File: src/rtl/lsu_pkg.sv
`default_nettype none
// ---------------------------------------------------------------------------
// lsu_pkg - shared LSU encodings, lane and fault helpers.   Rev 1.0
// ---------------------------------------------------------------------------
package lsu_pkg;

  localparam logic [2:0] F3_B  = 3'b000;
  localparam logic [2:0] F3_H  = 3'b001;
  localparam logic [2:0] F3_W  = 3'b010;
  localparam logic [2:0] F3_D  = 3'b011;
  localparam logic [2:0] F3_BU = 3'b100;
  localparam logic [2:0] F3_HU = 3'b101;
  localparam logic [2:0] F3_WU = 3'b110;

  localparam logic [1:0] RS_ALU = 2'b00;
  localparam logic [1:0] RS_MEM = 2'b01;
  localparam logic [1:0] RS_PC4 = 2'b10;

  typedef enum logic [1:0] {
    IDLE = 2'd0,
    REQ  = 2'd1,
    WAIT = 2'd2
  } lsu_state_t;

  // funct3[1:0] encodes the access size for both loads and stores.
  function automatic logic lsu_fault(input logic       rd,
                                     input logic       wr,
                                     input logic [2:0] f3,
                                     input logic [2:0] off);
    logic misal;
    logic illegal;
    misal   = ((f3[1:0] == 2'b01) & off[0])
            | ((f3[1:0] == 2'b10) & (|off[1:0]))
            | ((f3[1:0] == 2'b11) & (|off));
    illegal = (rd & (f3 == 3'b111)) | (wr & f3[2]);
    return (rd | wr) & (misal | illegal);
  endfunction

  function automatic logic [7:0] lane_be(input logic [1:0] size,
                                         input logic [2:0] off);
    logic [7:0] be;
    case (size)
      2'b00:   be = 8'h01 << off;
      2'b01:   be = 8'h03 << off;
      2'b10:   be = 8'h0F << off;
      default: be = 8'hFF;
    endcase
    return be;
  endfunction

endpackage
`default_nettype wire

File: src/rtl/load_extend.sv
`default_nettype none
// ---------------------------------------------------------------------------
// load_extend - selects the addressed bytes of a doubleword and extends.  Rev 1.0
// ---------------------------------------------------------------------------
module load_extend
  import lsu_pkg::*;
(
  input  logic [63:0] rdata,
  input  logic [2:0]  offset,
  input  logic [2:0]  funct3,
  output logic [63:0] ext
);

  logic [63:0] shifted;

  always_comb begin
    shifted = rdata >> {offset, 3'b000};
    case (funct3)
      F3_B:    ext = {{56{shifted[7]}},  shifted[7:0]};
      F3_H:    ext = {{48{shifted[15]}}, shifted[15:0]};
      F3_W:    ext = {{32{shifted[31]}}, shifted[31:0]};
      F3_BU:   ext = {56'd0, shifted[7:0]};
      F3_HU:   ext = {48'd0, shifted[15:0]};
      F3_WU:   ext = {32'd0, shifted[31:0]};
      default: ext = shifted;
    endcase
  end

endmodule
`default_nettype wire

File: src/rtl/mem_stage.sv
`default_nettype none
// ---------------------------------------------------------------------------
// mem_stage - RV64I memory stage: EX/MEM register, LSU handshake, load align.
// Rev 1.0
// ---------------------------------------------------------------------------
module mem_stage
  import lsu_pkg::*;
#(
  parameter int XLEN = 64
) (
  input  logic            clk,
  input  logic            rst_n,
  input  logic [XLEN-1:0] ALUResult_E,
  input  logic [XLEN-1:0] WriteData_E,
  input  logic [XLEN-1:0] PCPlus4_E,
  input  logic [4:0]      Rd_E,
  input  logic            RegWrite_E,
  input  logic            MemRead_E,
  input  logic            MemWrite_E,
  input  logic [1:0]      ResultSrc_E,
  input  logic [2:0]      funct3_E,
  output logic [XLEN-1:0] ALUResult_M,
  output logic [XLEN-1:0] PCPlus4_M,
  output logic [4:0]      Rd_M,
  output logic            RegWrite_M,
  output logic [1:0]      ResultSrc_M,
  output logic [XLEN-1:0] ReadData_M,
  output logic            LsuFault_M,
  output logic            Stall_M,
  output logic            dmem_req,
  output logic            dmem_we,
  output logic [XLEN-1:0] dmem_addr,
  output logic [XLEN-1:0] dmem_wdata,
  output logic [7:0]      dmem_be,
  input  logic            dmem_gnt,
  input  logic            dmem_rvalid,
  input  logic [XLEN-1:0] dmem_rdata
);

  logic [XLEN-1:0] alu_result_q, alu_result_d;
  logic [XLEN-1:0] write_data_q, write_data_d;
  logic [XLEN-1:0] pc_plus4_q,   pc_plus4_d;
  logic [4:0]      rd_q,         rd_d;
  logic            reg_write_q,  reg_write_d;
  logic            mem_read_q,   mem_read_d;
  logic            mem_write_q,  mem_write_d;
  logic [1:0]      result_src_q, result_src_d;
  logic [2:0]      funct3_q,     funct3_d;
  lsu_state_t      state_q,      state_d;
  logic            done_q,       done_d;
  logic [XLEN-1:0] rdata_q,      rdata_d;

  logic memop_m;
  logic fault_m;
  logic fault_ex;
  logic stall_m;
  logic load_en;

  always_comb begin
    memop_m  = mem_read_q | mem_write_q;
    fault_m  = lsu_fault(mem_read_q, mem_write_q, funct3_q, alu_result_q[2:0]);
    fault_ex = lsu_fault(MemRead_E, MemWrite_E, funct3_E, ALUResult_E[2:0]);
    stall_m  = memop_m & ~fault_m & ~done_q;
    load_en  = ~stall_m;
  end

  always_ff @(posedge clk) begin
    if (!rst_n) begin
      alu_result_q <= '0;
      write_data_q <= '0;
      pc_plus4_q   <= '0;
      rd_q         <= '0;
      reg_write_q  <= 1'b0;
      mem_read_q   <= 1'b0;
      mem_write_q  <= 1'b0;
      result_src_q <= '0;
      funct3_q     <= '0;
      state_q      <= IDLE;
      done_q       <= 1'b0;
      rdata_q      <= '0;
    end else begin
      alu_result_q <= alu_result_d;
      write_data_q <= write_data_d;
      pc_plus4_q   <= pc_plus4_d;
      rd_q         <= rd_d;
      reg_write_q  <= reg_write_d;
      mem_read_q   <= mem_read_d;
      mem_write_q  <= mem_write_d;
      result_src_q <= result_src_d;
      funct3_q     <= funct3_d;
      state_q      <= state_d;
      done_q       <= done_d;
      rdata_q      <= rdata_d;
    end
  end

  // The request is launched by the same edge that loads the op, so it is
  // visible at M together with the op itself.
  always_comb begin
    alu_result_d = alu_result_q;
    write_data_d = write_data_q;
    pc_plus4_d   = pc_plus4_q;
    rd_d         = rd_q;
    reg_write_d  = reg_write_q;
    mem_read_d   = mem_read_q;
    mem_write_d  = mem_write_q;
    result_src_d = result_src_q;
    funct3_d     = funct3_q;
    state_d      = state_q;
    done_d       = done_q;
    rdata_d      = rdata_q;

    if (load_en) begin
      alu_result_d = ALUResult_E;
      write_data_d = WriteData_E;
      pc_plus4_d   = PCPlus4_E;
      rd_d         = Rd_E;
      reg_write_d  = RegWrite_E;
      mem_read_d   = MemRead_E;
      mem_write_d  = MemWrite_E;
      result_src_d = ResultSrc_E;
      funct3_d     = funct3_E;
      done_d       = 1'b0;
    end

    case (state_q)
      IDLE: begin
        if (load_en && (MemRead_E || MemWrite_E) && !fault_ex) begin
          state_d = REQ;
        end
      end
      REQ: begin
        if (dmem_gnt) begin
          if (mem_write_q) begin
            state_d = IDLE;
            done_d  = 1'b1;
          end else begin
            state_d = WAIT;
          end
        end
      end
      WAIT: begin
        if (dmem_rvalid) begin
          rdata_d = dmem_rdata;
          state_d = IDLE;
          done_d  = 1'b1;
        end
      end
      default: state_d = IDLE;
    endcase
  end

  always_comb begin
    Stall_M     = stall_m;
    LsuFault_M  = fault_m;
    RegWrite_M  = reg_write_q & ~fault_m;
    ALUResult_M = alu_result_q;
    PCPlus4_M   = pc_plus4_q;
    Rd_M        = rd_q;
    ResultSrc_M = result_src_q;
    dmem_req    = (state_q == REQ);
    dmem_we     = mem_write_q;
    dmem_addr   = {alu_result_q[XLEN-1:3], 3'b000};
    dmem_be     = lane_be(funct3_q[1:0], alu_result_q[2:0]);
    dmem_wdata  = write_data_q << {alu_result_q[2:0], 3'b000};
  end

  load_extend u_load_extend (
    .rdata  (rdata_q),
    .offset (alu_result_q[2:0]),
    .funct3 (funct3_q),
    .ext    (ReadData_M)
  );

endmodule
`default_nettype wire

File: config.mk
export PLATFORM = sky130hd
export DESIGN_NAME = mem_stage
export DESIGN_NICKNAME = d
export VERILOG_FILES = /design/src/rtl/lsu_pkg.sv /design/src/rtl/load_extend.sv /design/src/rtl/mem_stage.sv
export SDC_FILE = /design/constraint.sdc
export NUM_CORES = 1
export LEC_CHECK = 0
export BUFFER_PORTS_ARGS = -buffer_cell sky130_fd_sc_hd__buf_2
export CORE_AREA = 2 2 236 238
export DETAILED_ROUTE_END_ITERATION = 7
export DIE_AREA = 0 0 238 240
export GPL_ROUTABILITY_DRIVEN = 0
export PLACE_DENSITY = 0.51
export SLEW_MARGIN = 20
export SYNTH_ARGS = -nofsm -noshare
export SYNTH_HDL_FRONTEND = slang
export SYNTH_SLANG_ARGS = --single-unit
File: constraint.sdc
create_clock -name clk -period 4.1 [get_ports clk]
set_input_delay 1.23 -clock clk [delete_from_list [all_inputs] [get_ports clk]]
set_output_delay 1.23 -clock clk [all_outputs]
set_load 0.01 [all_outputs]
==> impl_metrics.csv, run 1 <==
group,metric,value,unit
global_routing,grt_pass1_wl,93100,um
yosys,yosys_warnings,0,
routing,dr_total_vias,15200,
yosys,synth_edf_count,0,
floorplanning,start_util,27.3,%
sta,rsz0062_at_grt,"no",
global_routing,grt_max_degree,206,
clocking,cts_tree,"done",
yosys,synth_top_cells_by_area,"dfxtp_1 (37%), nand2_1 (15%), a21boi_0 (7.5%)",
job,drv_cap,0,
yosys,synthTopCellsByCount,"nand2_1 (584), dfxtp_1 (272), a21boi_0 (149), mux2i_1 (106), a21boi_1 (100)",
yosys,yosysTopAreaCellShare,36.6,%
power_and_ir_drop,p_leak,8.68,nW
routing,first_iter_violations,1094,
cells_and_area,drive_gt1_share,33.4,%
floorplanning,dieArea,0.0571,mm2
setup_path,path_cells,"inv_1, ha_1, nor3_4, o32ai_2, or3_4, inv_6, buf_2",
placed_design,hpwl,48900,um
setup_path,cp_top_family,"simple AND/OR/NAND/NOR gates",
global_routing,first_global_vias,14400,
floorplanning,dieHeight,240,um
power_and_ir_drop,vdd_ir_drop_max,0.285,mV
routing,wirelength,64400,um
sta,setup_viol,0,
cells_and_area,n_fill_cell,5864,
cells_and_area,final_cell_count_no_fill,3087,
global_routing,met1_usage,26.3,%
global_routing,grt_use_met2,36.5,%
global_routing,grtUsageTotal,21.3,%
routing,drc_errors,0,
setup_path,path_buf_inv,3,
yosys,ys_ff_latch,272,
yosys,synth_cell_types,50,
setup_path,start_kind,"flip-flop",
sta,tightest_slew,1380,ps
cells_and_area,syn2layout_area_growth,28.3,%
yosys,syn_area_per_cell,7.85,um2
placed_design,portBuffers,609,
sta,fin_crit_sh,96.1,%
setup_path,crit_slowest_cell,"nor3_4",
cells_and_area,finalNetCount,2639,
global_routing,met3_usage,5.72,%
yosys,synth_cells,1898,
clocking,clkSlewWorstSetupHoldPaths,60,ps
power_and_ir_drop,power.density,434,mW/mm2
sta,min_period,3940,ps
setup_path,cp_num_cells,7,
floorplanning,rows,86,
sta,fin_skew,14.6,ps
setup_path,ff2ff_path_depth,9,
setup_path,r2r-start,"funct3_q[0]",
floorplanning,die_w,238,um
min_path,hold_path.class,"flip-flop to flip-flop",
global_routing,antenna_found_initial,16,
sta,drv_slew,0,
yosys,synth_ff_type,"dfxtp_1",
sta,setup_ws,160,ps
setup_path,crit_required,2870,ps
yosys,async_flop_share,0,%
setup_path,cp_max_fo,10,
global_routing,gr-max-usage-layer,"met2",
sta,finalHoldViolations,0,
floorplanning,ios,613,
clocking,cts-buffers-inserted,34,
setup_path,cp-startpoint,"funct3_q[0]",
yosys,netlist_area,0.0149,mm2
sta,relSlewSlack,7.99,%
placed_design,place_ws,478,ps
routing,routedWlPerCell,20.8,um
clocking,numClockSinks,272,
power_and_ir_drop,p_total,0.00830,W
clocking,cts_root_buffer,"clkbuf_16",
yosys,synth_most_common_cell,"nand2_1",
setup_path,cp.arrival,2710,ps
status,status,"finished clean",
clocking,cts_max_path_buffers,3,
placed_design,place_inst,3018,
global_routing,overflow,0,
setup_path,critical-path-max-stage-delay,450,ps
clocking,insertion_delay,540,ps
clocking,cts_hold_buffers,0,
sta,clock.fmax,254,MHz
sta,setup_tns,0,ps
sta,holdWs,448,ps
setup_path,critPathKind,"flip-flop to primary output",
routing,ant_nets,0,
routing,firstDrtPassIters,7,
setup_path,rrSetupSlack,800,ps
setup_path,end_kind,"primary output",
routing,viasPerCell,4.91,
setup_path,rr_endpoint,"state_q[0]",
yosys,yosysSeqAreaShare,36.6,%
floorplanning,core,0.0547,mm2
setup_path,cp-endpoint,"Stall_M",
clocking,htree_levels,2,
yosys,synth_top_cell_by_area,"dfxtp_1",
## cell usage in the layout (no fill, tap or decap), types with 16 or more instances in the layout
cell type / count
a21boi_0: 149
a21boi_1: 100
a21boi_2: 20
a21oi_1: 63
and2_1: 16
buf_2: 608
buf_4: 26
clkbuf_16: 34
dfxtp_1: 269
mux2_2: 35
mux2i_1: 106
nand2_1: 583
nand2_2: 21
nand3_1: 25
nor2_1: 74
o211ai_1: 26
o21ai_0: 72
o22ai_1: 16
## layer usage
layer | vias up | share of wire [%]
li1 | 7218 | -
met1 | 7155 | 41
met2 | 637 | 48
met3 | 124 | 7.6
met4 | 18 | 2.8
met5 | - | 0.18
## worst min path at each step
stage / from / endpoint / slack (ps) / cells past startpoint
floorplan: reg_write_q / reg_write_q / 440 / 2
global placement: PCPlus4_M[56] / PCPlus4_M[56] / 430 / 2
detailed placement: PCPlus4_M[51] / PCPlus4_M[51] / 440 / 2
CTS: PCPlus4_M[51] / PCPlus4_M[51] / 450 / 2
global route: PCPlus4_M[51] / PCPlus4_M[51] / 460 / 2
finish: PCPlus4_M[51] / PCPlus4_M[51] / 450 / 2
## state kept, by name, indices dropped and copies added (netlist names)
name / flops
Rd_M: 5
dmem_we: 1
funct3_q: 3
ResultSrc_M: 2
done_q: 1
ALUResult_M: 64
write_data_q: 64
state_q: 2
reg_write_q: 1
rdata_q: 64
PCPlus4_M: 64
mem_read_q: 1
## layout make-up
class	instances	area, um2	share of cell area [%]
clock buffer	45	932	4.88
sequential	272	5460	28.5
inverter	11	46.3	0.242
clock inverter	13	193	1.01
antenna	3	7.51	0.0393
multi-input combinational	1394	8170	42.7
timing repair buffer	645	3430	17.9
tap	704	881	4.61
## stage by stage
stage          utilization [%]  instance area (um2)
3_5_place_dp              32.7                17900
2_1_floorplan                -                14900
4_1_cts                   34.8                19000
5_1_grt                   35.0                19100
6_report                  35.0                19100
3_3_place_gp              32.7                17900
## kinds of logic (layout without fill, tap and decap cells)
group | Yosys count | count (layout) | synth area share [%]
buffers and inverters | 234 | 714 | 8.78
other | 1 | 6 | 0.0252
AO/OA/AOI/OAI | 485 | 485 | 22.6
adder cells (fa/ha/maj) | 8 | 8 | 0.672
multiplexers | 150 | 150 | 11.1
AND/OR/NAND/NOR | 748 | 748 | 20.2
flip-flops | 272 | 272 | 36.6
## repair_timing
item,in CTS,in global routing
resized for setup,3,5
buffers inserted,0,8
endpoints found under the setup margin,50,51
endpoints found under the hold margin,0,0
## worst min-delay path, cell delays in order, from the launching register on
cell and delay, ps:
dfxtp_1 310, nand2_1 50, a21boi_1 50
## report_power, final
part	internal [W]	switching, W	total (W)
sequential	0.00287	0.000231	0.00310
combinational	0.000802	0.00131	0.00211
clock	0.00186	0.00123	0.00309
total	0.00553	0.00277	0.00830
Power figures use the tool's default switching activity.
==> inputs of run 2 (changes only) <==
- CORE_AREA: 2 2 236 238 -> 2 2 235 237
- DIE_AREA: 0 0 238 240 -> 0 0 237 239
- PLACE_DENSITY: 0.51 -> 0.52
==> run 2 against run 1 <==
  * Combinational power about the same
  * Sequential share of layout area about the same
  * Setup slack worse by 23 ps
  * Die area decreased by 0.84%
  * Wire length down 0.67%
  * Flip-flop and latch count is the same
  * Critical path type unchanged
  * Largest cell class unchanged
  * Highest routed layer unchanged
==> impl_metrics.csv, run 2 (same netlist as run 1, synthesis figures left out) <==
group,metric,value,unit
setup_path,cp_max_fo,48,
sta,fin_crit_sh,96.7,%
power_and_ir_drop,p_comb_share,25.2,%
power_and_ir_drop,switching_share,33.5,%
power_and_ir_drop,clock_power_share,37.7,%
global_routing,met3_usage,5.10,%
sta,setup_viol,0,
cells_and_area,drive_gt1_share,33.4,%
routing,routedWlPerCell,20.7,um
sta,fin_skew,29.1,ps
status,status,"finished clean",
power_and_ir_drop,intPower,0.00555,W
job,drv_cap,0,
floorplanning,core,0.0543,mm2
setup_path,start_kind,"flip-flop",
floorplanning,start_util,27.4,%
routing,drc_errors,0,
floorplanning,dieHeight,239,um
placed_design,portBuffers,609,
sta,rsz0062_at_grt,"no",
clocking,cts_hold_buffers,0,
setup_path,critPathKind,"flip-flop to primary output",
routing,firstDrtPassIters,5,
global_routing,grt_max_degree,206,
min_path,hold_path.class,"flip-flop to flip-flop",
power_and_ir_drop,vdd_ir_drop_max,0.254,mV
placed_design,place_inst,3016,
sta,setup_tns,0,ps
clocking,clkSlewWorstSetupHoldPaths,60,ps
cells_and_area,final_cell_count_no_fill,3087,
clocking,cts_max_path_buffers,3,
sta,tightest_slew,1180,ps
sta,finalHoldViolations,0,
sta,relSlewSlack,21.1,%
global_routing,overflow,0,
sta,min_period,3960,ps
routing,wirelength,63900,um
routing,ant_nets,0,
cells_and_area,final_cell_mix,"buf_2 (608), nand2_1 (583), dfxtp_1 (269)",
global_routing,met1_usage,26.2,%
placed_design,hpwl,48500,um
sta,clock.fmax,252,MHz
clocking,cts_tree,"done",
routing,first_iter_violations,894,
global_routing,grtUsageTotal,21.4,%
sta,drv_slew,0,
setup_path,cp.arrival,2730,ps
clocking,insertion_delay,560,ps
cells_and_area,post-route-util,35.2,%
floorplanning,rows,86,
global_routing,antenna_found_initial,15,
global_routing,grt_pass1_wl,92700,um
clocking,htree_levels,2,
floorplanning,dieArea,0.0566,mm2
routing,dr_total_vias,15200,
cells_and_area,syn2layout_area_growth,28.4,%
power_and_ir_drop,power.density,437,mW/mm2
setup_path,end_kind,"primary output",
power_and_ir_drop,seq_power_share,37.1,%
clocking,numClockSinks,272,
power_and_ir_drop,p_leak,8.68,nW
power_and_ir_drop,power.net_switching,0.00280,W
cells_and_area,finalNetCount,2637,
setup_path,crit_required,2870,ps
routing,viasPerCell,4.92,
clocking,cts_root_buffer,"clkbuf_16",
global_routing,first_global_vias,14500,
cells_and_area,final_common_cell,"buf_2",
clocking,cts-buffers-inserted,34,
global_routing,grt_use_met2,37.7,%
global_routing,gr-max-usage-layer,"met2",
floorplanning,die_w,237,um
floorplanning,ios,613,
run 2: cell count changes in the layout (fill, tap and decap cells not counted), moves of 2 or more:
| cell | delta |
|---|---|
| clkbuf_16 | +2 |
| buf_12 | -2 |
| inv_1 | -2 |
| clkinv_2 | +3 |
run 2: layer usage:
| layer | part of all wire [%] | routed length (um) |
|---|---|---|
| met1 | 40 | 25900 |
| met2 | 50 | 31800 |
| met3 | 7.1 | 4570 |
| met4 | 2.4 | 1560 |
| met5 | 0.18 | 112 |
run 2: critical path, cell delays in order, from the launching register on:
cell and delay (ps):
dfxtp_4 420, mux4_2 550, mux2_2 310, nand3_2 170
o21a_1 190, buf_12 220, o21ai_0 150, buf_2 170
run 2: per-stage QoR:
step,setup WS [ps],hold slack (ps),total power (W),instance area (um2)
2_1_floorplan,857,436,0.00443,14900
3_5_place_dp,482,438,0.00524,17800
6_report,137,446,0.00835,19100
5_1_grt,2.33,465,0.00874,19100
4_1_cts,4.75,446,0.00843,19000
3_3_place_gp,508,435,0.00522,17800
run 2: what timing repair did:
item / in CTS / in global routing
gates cloned: 0 / 1
endpoints found under the setup margin: 44 / 50
gates resized for setup: 4 / 6
buffers inserted: 4 / 3
run 2: final cells by class:
type / count / area, um2
clock buffers: 46 / 947
flip-flops and latches: 272 / 5460
repair buffers: 643 / 3410
clock inverters: 15 / 200
multi-input cells: 1394 / 8170
well taps: 704 / 881
fillers: 5831 / 35200
inverters: 11 / 53.8
diodes: 2 / 5.00
run 2: power groups by stage:
stage,clock [W],sequential (W),combinational [W]
after floorplan,0,0.00313,0.00130
after global placement,0,0.00314,0.00207
after detailed placement,0,0.00315,0.00209
after CTS,0.00323,0.00310,0.00210
after global routing,0.00332,0.00313,0.00229
final,0.00315,0.00310,0.00210
run 2: final timing paths:
check / start / end / slack, ps / cells after the start
setup / recovery: ALUResult_M[0] / ReadData_M[30] / 140 / 7
hold / removal: PCPlus4_M[56] / PCPlus4_M[56] / 450 / 2
setup reg to reg: funct3_q[0] / write_data_q[54] / 900 / 9
hold reg to reg: PCPlus4_M[56] / PCPlus4_M[56] / 450 / 2
==> inputs of run 3 (changes only) <==
==> constraint.sdc (replaced) <==
create_clock -name clk -period 4.1 [get_ports clk]
set_input_delay 0.615 -clock clk [delete_from_list [all_inputs] [get_ports clk]]
set_output_delay 0.615 -clock clk [all_outputs]
set_load 0.02 [all_outputs]
==> run 3 against run 2 <==
  * First-iteration DRC count up 19%
  * Wire length down 2.0%
  * Critical path type unchanged
  * Worst hold slack worse by 180 ps
  * Power increased by 1.2%
  * Maximum frequency grew 5.0%
  * Die area stayed put
  * Via count is 1.7% lower
  * Register-to-register slack improved by 70 ps
  * Cell area down 0.97%
  * Setup slack gained 190 ps
  * Largest power group is now registers
  * Sequential power hardly changed
  * Utilization decreased by 0.34 points
==> impl_metrics.csv, run 3 (same netlist as run 1, synthesis figures left out) <==
group,metric,value,unit
setup_path,cp_max_fo,48,
clocking,insertion_delay,590,ps
clocking,htree_levels,1,
sta,rsz0062_at_grt,"no",
setup_path,crit_required,3480,ps
setup_path,cp.arrival,3160,ps
min_path,hold_path.class,"primary input to flip-flop",
sta,relSlewSlack,27.9,%
routing,dr.max_layer_used,"met5",
floorplanning,dieArea,0.0566,mm2
setup_path,critical-path-max-stage-delay,670,ps
sta,tightest_slew,1080,ps
placed_design,place_area,0.0178,mm2
global_routing,grt_max_degree,146,
clocking,cts_max_path_buffers,3,
cells_and_area,final_area,0.0189,mm2
setup_path,end_kind,"primary output",
clocking,clkSlewWorstSetupHoldPaths,70,ps
routing,wirelength,62700,um
floorplanning,start_util,27.4,%
clocking,cts_root_buffer,"clkbuf_16",
job,drv_cap,0,
routing,wl_met2,30500,um
cells_and_area,finalNetCount,2623,
routing,wl_met1,25600,um
global_routing,first_global_vias,14400,
sta,min_period,3780,ps
sta,finalHoldViolations,0,
clocking,cts_hold_buffers,0,
placed_design,hpwl,48200,um
sta,holdWs,261,ps
status,status,"finished clean",
setup_path,crit_slowest_cell,"dfxtp_4",
routing,first_iter_violations,1061,
setup_path,start_kind,"flip-flop",
sta,fin_skew,28.2,ps
sta,setup_tns,0,ps
floorplanning,die_w,237,um
global_routing,overflow,0,
floorplanning,ios,613,
cells_and_area,syn2layout_area_growth,27.1,%
cells_and_area,final_cell_mix,"buf_2 (608), nand2_1 (583), dfxtp_1 (269)",
sta,setup_viol,0,
routing,drc_errors,0,
floorplanning,rows,86,
floorplanning,dieHeight,239,um
clocking,cts-buffers-inserted,31,
power_and_ir_drop,power.density,446,mW/mm2
routing,viasPerCell,4.86,
power_and_ir_drop,vdd_ir_drop_max,0.305,mV
routing,wl_met3,4490,um
routing,routedWlPerCell,20.4,um
floorplanning,core,0.0543,mm2
global_routing,antenna_found_initial,16,
clocking,cts_resized,0,
setup_path,path_cells,"inv_1, mux2_2, nand3_2, o21a_1, buf_4, o21ai_0, buf_2",
global_routing,grtUsageTotal,20.9,%
cells_and_area,drive_gt1_share,33.1,%
setup_path,rrSetupSlack,970,ps
global_routing,grt_pass1_wl,91100,um
routing,dr_total_vias,14900,
clocking,cts_setup_buffers,0,
placed_design,portBuffers,609,
setup_path,critPathKind,"flip-flop to primary output",
routing,firstDrtPassIters,6,
power_and_ir_drop,p_leak,8.60,nW
sta,clock.fmax,265,MHz
routing,ant_nets,0,
cells_and_area,final_common_cell,"buf_2",
clocking,cts_tree,"done",
sta,fin_crit_sh,92.1,%
clocking,numClockSinks,272,
sta,drv_slew,0,
power_and_ir_drop,p_total,0.00845,W
[run 3: metal layers]
metal / vias up / global-route usage (%)
li1: 7188 / -
met1: 7027 / 25.4
met2: 594 / 36.5
met3: 119 / 4.67
met4: 18 / 6.66
met5: - / 0
[run 3: final cells by class]
cell class,count,area (um2)
Inverter,11,46.3
Clock buffer,40,880
Fill cell,5860,35400
Multi-Input combinational cell,1394,8170
Timing Repair Buffer,632,3280
Sequential cell,272,5460
Antenna cell,3,7.51
Clock inverter,17,223
Tap cell,704,881
[run 3: path summary, 6_finish.rpt]
check                  start                to  cells after the start
max           ALUResult_M[2]    ReadData_M[25]                      7
min          WriteData_E[16]  write_data_q[16]                      3
max reg2reg      funct3_q[0]      PCPlus4_M[7]                      7
min reg2reg    PCPlus4_M[61]     PCPlus4_M[61]                      2
[run 3: critical path: cells and delay by family (launching register included)]
family | cells | cell delay [ps]
and+or+nand+nor | 1 | 140
muxes | 1 | 390
DFF | 1 | 670
buffers and inverters | 3 | 990
AOI/OAI and AO/OA | 2 | 350
[run 3: through the flow]
step,setup slack [ps],utilization [%],std cells
after floorplan,1250,-,1900
after global placement,914,32.8,3013
after detailed placement,876,32.8,3013
after CTS,323,34.8,3070
after global routing,107,34.8,3073
final,325,34.8,3073
[run 3: power breakdown]
part           switching, W  total, W  internal (W)
sequential         0.000249   0.00312       0.00287
clock               0.00119   0.00302       0.00182
combinational       0.00154   0.00231      0.000779
total               0.00298   0.00845       0.00547
